$ cat src/rtl/shift_engine.sv
// -----------------------------------------------------------------------------
// shift_engine
//
// Parametrised multi-mode shift engine. A WIDTH-bit register is loaded in
// parallel and then shifted or rotated one bit per clock by a requested
// amount. Operations use a start/busy/done handshake and can be aborted.
//
// Modes (latched at start):
//   000 LSL  logical shift left, sin fills bit 0
//   001 LSR  logical shift right, sin fills the MSB
//   010 ASR  arithmetic shift right, the MSB is replicated
//   011 ROL  rotate left
//   100 ROR  rotate right
//   101..111 illegal: a one-cycle err pulse, no operation
//
// Ports:
//   clk_i     rising-edge clock
//   rst_ni    asynchronous reset, active low
//   wr_i      parallel load strobe (IDLE only, wins over start_i)
//   d_i       parallel load data
//   start_i   begin an operation (IDLE only)
//   mode_i    shift mode, see table above
//   amt_i     shift count, clamped to WIDTH
//   abort_i   cancel a running operation (SHIFT only)
//   sin_i     fill bit for LSL/LSR, sampled on every shift edge
//   q_o       register contents
//   sout_o    last bit shifted or rotated out
//   busy_o    operation in progress
//   done_o    one-cycle completion pulse
//   err_o     one-cycle illegal-mode pulse
// -----------------------------------------------------------------------------
module shift_engine #(
    parameter int WIDTH = 64,
    parameter int AW    = $clog2(WIDTH) + 1
) (
    input  logic             clk_i,
    input  logic             rst_ni,
    input  logic             wr_i,
    input  logic [WIDTH-1:0] d_i,
    input  logic             start_i,
    input  logic [2:0]       mode_i,
    input  logic [AW-1:0]    amt_i,
    input  logic             abort_i,
    input  logic             sin_i,
    output logic [WIDTH-1:0] q_o,
    output logic             sout_o,
    output logic             busy_o,
    output logic             done_o,
    output logic             err_o
);

    typedef enum logic [1:0] {
        ST_IDLE  = 2'd0,
        ST_SHIFT = 2'd1,
        ST_DONE  = 2'd2
    } state_e;

    localparam logic [2:0] MODE_LSL = 3'b000;
    localparam logic [2:0] MODE_LSR = 3'b001;
    localparam logic [2:0] MODE_ASR = 3'b010;
    localparam logic [2:0] MODE_ROL = 3'b011;
    localparam logic [2:0] MODE_ROR = 3'b100;

    // Counts never exceed WIDTH, which fits in AW bits by construction.
    localparam logic [AW-1:0] CNT_MAX  = AW'(WIDTH);
    localparam logic [AW-1:0] CNT_ONE  = AW'(1);
    localparam logic [AW-1:0] CNT_ZERO = AW'(0);

    state_e           state_q;
    logic [WIDTH-1:0] data_q;
    logic             sout_q;
    logic [AW-1:0]    count_q;
    logic [2:0]       mode_q;
    logic             busy_q;
    logic             done_q;
    logic             err_q;

    logic [WIDTH-1:0] data_d;
    logic             sout_d;
    logic [AW-1:0]    eff_cnt_d;
    logic             mode_legal_d;

    // Start-time decode: clamp the requested count and classify the mode.
    always_comb begin
        eff_cnt_d    = CNT_ZERO;
        mode_legal_d = 1'b0;
        if (amt_i > CNT_MAX) begin
            eff_cnt_d = CNT_MAX;
        end else begin
            eff_cnt_d = amt_i;
        end
        if (mode_i <= MODE_ROR) begin
            mode_legal_d = 1'b1;
        end else begin
            mode_legal_d = 1'b0;
        end
    end

    // One bit step of the latched mode; only consumed while in SHIFT.
    always_comb begin
        data_d = data_q;
        sout_d = sout_q;
        case (mode_q)
            MODE_LSL: begin
                data_d = {data_q[WIDTH-2:0], sin_i};
                sout_d = data_q[WIDTH-1];
            end
            MODE_LSR: begin
                data_d = {sin_i, data_q[WIDTH-1:1]};
                sout_d = data_q[0];
            end
            MODE_ASR: begin
                data_d = {data_q[WIDTH-1], data_q[WIDTH-1:1]};
                sout_d = data_q[0];
            end
            MODE_ROL: begin
                data_d = {data_q[WIDTH-2:0], data_q[WIDTH-1]};
                sout_d = data_q[WIDTH-1];
            end
            MODE_ROR: begin
                data_d = {data_q[0], data_q[WIDTH-1:1]};
                sout_d = data_q[0];
            end
            default: begin
                // Illegal modes are never latched into SHIFT; hold as a
                // safe fallback.
                data_d = data_q;
                sout_d = sout_q;
            end
        endcase
    end

    // Control FSM with datapath and registered status flags.
    always_ff @(posedge clk_i or negedge rst_ni) begin
        if (!rst_ni) begin
            state_q <= ST_IDLE;
            data_q  <= {WIDTH{1'b0}};
            sout_q  <= 1'b0;
            count_q <= CNT_ZERO;
            mode_q  <= MODE_LSL;
            busy_q  <= 1'b0;
            done_q  <= 1'b0;
            err_q   <= 1'b0;
        end else begin
            // done and err are single-cycle pulses unless re-raised below.
            done_q <= 1'b0;
            err_q  <= 1'b0;
            case (state_q)
                ST_IDLE: begin
                    busy_q <= 1'b0;
                    if (wr_i) begin
                        data_q <= d_i;
                    end else if (start_i) begin
                        if (!mode_legal_d) begin
                            err_q <= 1'b1;
                        end else if (eff_cnt_d == CNT_ZERO) begin
                            mode_q  <= mode_i;
                            state_q <= ST_DONE;
                            done_q  <= 1'b1;
                        end else begin
                            mode_q  <= mode_i;
                            count_q <= eff_cnt_d;
                            state_q <= ST_SHIFT;
                            busy_q  <= 1'b1;
                        end
                    end else begin
                        state_q <= ST_IDLE;
                    end
                end
                ST_SHIFT: begin
                    if (abort_i) begin
                        // Partial q and sout are kept; no step on this edge.
                        state_q <= ST_IDLE;
                        busy_q  <= 1'b0;
                        count_q <= CNT_ZERO;
                    end else begin
                        data_q  <= data_d;
                        sout_q  <= sout_d;
                        count_q <= count_q - CNT_ONE;
                        if (count_q == CNT_ONE) begin
                            state_q <= ST_DONE;
                            busy_q  <= 1'b0;
                            done_q  <= 1'b1;
                        end else begin
                            busy_q  <= 1'b1;
                        end
                    end
                end
                ST_DONE: begin
                    state_q <= ST_IDLE;
                    busy_q  <= 1'b0;
                end
                default: begin
                    state_q <= ST_IDLE;
                    busy_q  <= 1'b0;
                    count_q <= CNT_ZERO;
                end
            endcase
        end
    end

    assign q_o    = data_q;
    assign sout_o = sout_q;
    assign busy_o = busy_q;
    assign done_o = done_q;
    assign err_o  = err_q;

endmodule

$ cat config.mk
export PLATFORM = sky130hd
export DESIGN_NAME = shift_engine
export DESIGN_NICKNAME = d
export VERILOG_FILES = /design/src/rtl/shift_engine.sv
export SDC_FILE = /design/constraint.sdc
export NUM_CORES = 1
export LEC_CHECK = 0
export ABC_AREA = 1
export CAP_MARGIN = 20
export CORE_ASPECT_RATIO = 1.4
export CORE_MARGIN = 5
export CORE_UTILIZATION = 40
export CTS_BUF_LIST = sky130_fd_sc_hd__clkbuf_8
export CTS_CLUSTER_DIAMETER = 200
export DETAILED_ROUTE_END_ITERATION = 12
export DONT_BUFFER_PORTS = 1
export PLACE_DENSITY = 0.54
export SYNTH_ARGS = -nofsm -noshare
export SYNTH_HDL_FRONTEND = slang
export SYNTH_SLANG_ARGS = --single-unit
export TNS_END_PERCENT = 30
$ cat constraint.sdc
create_clock -name clk_i -period 1.67 [get_ports clk_i]
set_clock_uncertainty 0.15 [all_clocks]
set_input_delay 0.334 -clock clk_i [delete_from_list [all_inputs] [get_ports clk_i]]
set_output_delay 0.334 -clock clk_i [all_outputs]
set_load 0.01 [all_outputs]
# After elaboration in Yosys (flattened, before gate mapping)
# Cells that the tools add are included.
# totals
reg_bits,80
latchBits,0
mem_bits_rw,0
rom_bits,0
wordCells,84
n_memories,0
# op_classes
n_addsub,1
n_mul,0
n_div,0
magnitude_cmp,2
n_eq_ne,18
shifts,0
muxes,38
n_bitwise,3
reduce_logical,13
# ops
operator,n
$pmux W64 S5,1
$mux W64,2
$pmux W64 S2,1
$mux W7,6
$pmux W7 S3,1
$mux W1,17
$ne A2 B2 Y1 const B,7
$mux W2,6
$reduce_and A5 Y1,2
$reduce_and A4 Y1,2
$eq A7 B1 Y1 const B,1
$gt A7 B7 Y1 const B,1
$logic_not A7 Y1,1
$sub A7 B1 Y7 const B,1
$eq A3 B2 Y1 const B,2
$ne A3 B3 Y1 const B,2
$ne A6 B1 Y1 const B,1
$pmux W1 S2,3
$reduce_and A3 Y1,2
$ne A5 B1 Y1 const B,1
$pmux W2 S2,1
$reduce_bool A2 Y1,2
$eq A3 B1 Y1 const B,1
$eq A3 B3 Y1 const B,1
other kinds (8),10

# Longest topological paths before layout
# depth
ltp_word,8
mapped_depth,10

# Worst setup path after synthesis
# OpenSTA, ideal clock, no wires.
# synth_path
path_kind,register to register
from,register state_q[0]
to,"register data_q[10], in the netlist q_o[10]"
setup_time_ns,0.116
arrival_time_ns,1.243
slack_ns,0.160
stages_incl_launch_ff,9
cell_sequence,dfrtp_1 -> nor2_2 -> nand2_1 -> nand2_1 -> nand2_2 -> buf_6 -> buf_6 -> nand2_1 -> nand2_1
# synth_between
elab_chain_len,3
# synth_lines
item,line,source
from (decl),69,state_e state_q;
from (signal assigned),136,state_q <= ST_IDLE;
from (signal assigned),158,state_q <= ST_DONE;
from (signal assigned),163,state_q <= ST_SHIFT;
$eq A2 B1 Y1 or $logic_not A2 Y1 (tied branches),148,case (state_q)
"$ne A6 B1 Y1 (no line), or another cell as far along",-,
$reduce_and A4 Y1 (no line),-,
to (signal assigned),137,data_q <= {WIDTH{1'b0}};
to (signal assigned),152,data_q <= d_i;
to (signal assigned),177,data_q <= data_d;
to (decl),70,logic [WIDTH-1:0] data_q;
# Parallel ways exist; a longest one is shown, timed or not.
# A chain may end at the register's enable or synchronous reset.

# Worst setup path in the final report
# layout_path
from,register state_q[0]
to,"register data_q[55], in the netlist q_o[55]"
# The elaborated chain is that of the path after synthesis.

==> implementation parameters <==
Parameter                              Value

Timing
  Worst Tran Pin Value ... about 350 ps
  Final period utilization ... roughly 96%
  Max-Slew Margin vs Limit ... roughly three quarters
  Count of endpoints failing hold in the final timing report ... 80
  Total negative setup slack ... 0 ps
  Unrepaired setup endpoints after global routing ... yes
  Fmax ... 627.0 MHz
  Finish-stage setup viols ... 0
  Min Tclk post-route ... 1595 ps
  Count of final max-slew check failures ... 0
  Worst Setup Slack, final ... 75.14 ps
  Hold_ws ... -500.4 ps

Synth
  Post-synth EDFFs ... 0
  Compound-gate portion of the synthesized area ... 1.816%
  Warnings, synthesis ... 0
  Distinct cell type count of the synthesized netlist ... 23
  Synth Area in Simple Gates ... 49.50%
  Register area share after synthesis ... 40.93%
  Synth async-reset ratio ... 100.0%
  Net count after synthesis ... 853
  Mux share of post-synthesis cell area ... 0%
  Primary flip-flop cell chosen by synthesis mapping ... dfrtp_1
  Largest cells by area after synthesis ... dfrtp_1, nand2_1, nor2_1, nand3_1, buf_2
  Adder and majority gate portion of the synthesized area ... 0.5116%
  Share of the synthesized netlist area taken by xor and xnor gates ... 0.1791%
  Most frequently used cell type in the post-synthesis netlist ... nand2_1
  Mean post-synth cell area ... 6.344 um2
  Flip-flop and latch count after synthesis ... 80
  Area leader, netlist ... dfrtp_1
  Dominant combinational cell family by area after synthesis ... simple AND/OR/NAND/NOR gates
  Top cells by instance count after synthesis ... nand2_1, nor2_1, nand3_1, dfrtp_1, buf_2
  Post-synth design cell area ... 4891 um2
  Synth top area share ... about 41%
  Instance count of the mapped netlist ... between 700 and 800

GRT
  Largest net degree at the start of global routing ... 81
  Global route overflow ... 0
  Via count of the first global-routing pass ... roughly 4,400
  Global-route wire length before repair ... 22,000 um
  Initial antenna violation count ... 0
  Global routing usage summed across all routing layers ... between 10% and 20%

Placed design
  Inst Count DP ... 895
  Gpl congestion ... roughly 0.90
  HPWL after detailed placement ... 9344 um
  PortBufs ... 0
  Minimum setup slack after placement ... 22.97 ps

Status
  Run status ... complete, but fails checks
  Violated checks ... negative hold slack

Die
  Num rows ... 47
  Core ar. ... 11,940 um2
  Chip Width ... 103.5 um
  Overall die area ... 14,570 um2
  Top-level I/O count ... 148
  Chip Height ... roughly 140 um
  Starting utilization of the core area ... 40.97%

Route
  Highest routed layer ... met4
  Amount of wire on met3 after detailed routing ... 1170 um
  Number of vias after detailed routing ... 4,939
  Total length of routed met2 wires ... 7842 um
  Post-Route WL ... 15,610 um
  Detailed-route DRC error count ... 0
  Met1 WL ... 6187 um
  Detailed router's first-iteration violation count ... 199
  Routed WL per cell ... about 17 um
  Final ANT Viol Nets ... 0
  First-pass iteration count of the detailed router ... 5
  Vias per std cell ... 5.311

CTS
  H-tree Lvls ... 3
  Total CTS buffers ... 9
  CTS Sinks ... 80
  Root buf cell ... clkbuf_8
  Number of hold-repair buffers added at the cts stage ... 1
  Maximum count of clock buffers along a single path ... 2
  Latest clock arrival within the worst-skew pair ... 360 ps
  Post-CTS clock slew at the launch and capture registers of the worst setup and hold paths ... 90 ps
  Clock tree from TritonCTS ... done

Finish
  Post-route non-filler standard cell count ... 930
  Antenna Diode Count ... 0
  Syn-to-layout area delta ... 17.34%
  Final Net Count ... 861
  Share of cells above drive strength 1 ... 8.940%

Pwr
  Total chip power ... between 10 and 15 mW
  Peak supply drop ... approximately 0.81 mV
  Leakage component of the power ... 2.847 nW
  Power per unit of standard cell area ... 2047 nW/um2

Worst setup path
  Critical path capture point type ... flop
  Maximum net fanout on the critical path ... 6
  Endpoint required time on the critical path ... between 1500 and 2000 ps
  Data arrival time of the worst path ... 1700 ps
  Startpoint kind of the worst setup timing path ... flop
  Startpoint-to-endpoint class of the critical path ... reg2reg
  Startpoint of the worst setup timing path ... state_q[0]$_DFFE_PN0P_
  Startpoint of the worst register-to-register path ... state_q[0]$_DFFE_PN0P_

Run
  Total of max-cap violations ... 0

Hold path
  Worst hold path type ... in2async
[cells by family after synthesis]
| kind of cell | after synthesis |
|---|---|
| simple gates | 606 |
| flops | 80 |
| buf+inv | 65 |
| compound gates | 17 |
| fa+ha+maj | 2 |
| xor+xnor | 1 |
[per-stage QoR]
stage                     cell area (um2)  utilization (%)
after floorplan                      4891                -
after global placement               5062            42.41
after detailed placement             5062            42.41
after CTS                            5260            44.06
after global routing                 5739            48.08
final                                5739            48.08
[path summary, 6_finish.rpt]
kind | endpoint | slack, ps | depth (start not counted)
min in group clk_i | mode_q[1]$_DFFE_PN0P_ | 20 | 2
max reg2reg | q_o[55]$_DFFE_PN0P_ | 80 | 9
min reg2reg | count_q[1]$_DFFE_PN0P_ | 360 | 2
min | q_o[18]$_DFFE_PN0P_ | -500 | 0
max | q_o[55]$_DFFE_PN0P_ | 80 | 9
max in group asynchronous | mode_q[0]$_DFFE_PN0P_ | 1700 | 0
[sequential cells by signal, summed over array words and instances, names as in the netlist]
name / flops
done_o: 1
busy_o: 1
state_q: 2
count_q: 7
q_o: 64
sout_o: 1
err_o: 1
mode_q: 3
[critical path, stage by stage, from the launching register on]
cell	delay, ps
dfrtp_1	440
nand2_2	130
clkinv_4	100
nand2_4	100
nand2_8	90
nand2_4	160
buf_6	160
nor2_1	40
nand2_1	60
nand2_1	40
[cell type report]
| cell class | count | area, um2 |
|---|---|---|
| fill | 1219 | 6198 |
| multi-input combinational | 628 | 2660 |
| sequential | 80 | 2004 |
| timing repair buffer | 36 | 608.1 |
| tap | 147 | 183.9 |
| clock buffer | 10 | 137.6 |
| inverter | 24 | 95.09 |
| clock inverter | 5 | 50.05 |
[layout by cell type, fill, tap and decap left out, types with 4 or more instances in the layout]
master and instances:
buf_6 4, nor2_1 140, clkbuf_16 10, a21oi_1 4
inv_1 22, buf_12 10, nand3_1 85, nand4_1 6
nor2_2 4, nand2_1 357, buf_4 10, clkbuf_8 10
o21ai_0 11, dfrtp_1 78
[where the power goes]
part	switching (mW)	internal, mW
combinational	3.46	2.38
clock	0.724	0.711
sequential	1.63	2.84
total	5.81	5.94
[repair_timing]
action                                  CTS  global route
resized for setup                         0            31
endpoints found under the setup margin    0            65
buffers inserted                          0             4
endpoints found under the hold margin    81            80
[routing by layer]
layer / track usage (%) / vias to the layer above
met3: 4.399 / 23
met1: 23.58 / 2315
met2: 30.31 / 185
li1: - / 2416
met4: 8.595 / 0
met5: 0 / -
(Power assumes the default switching activity.)
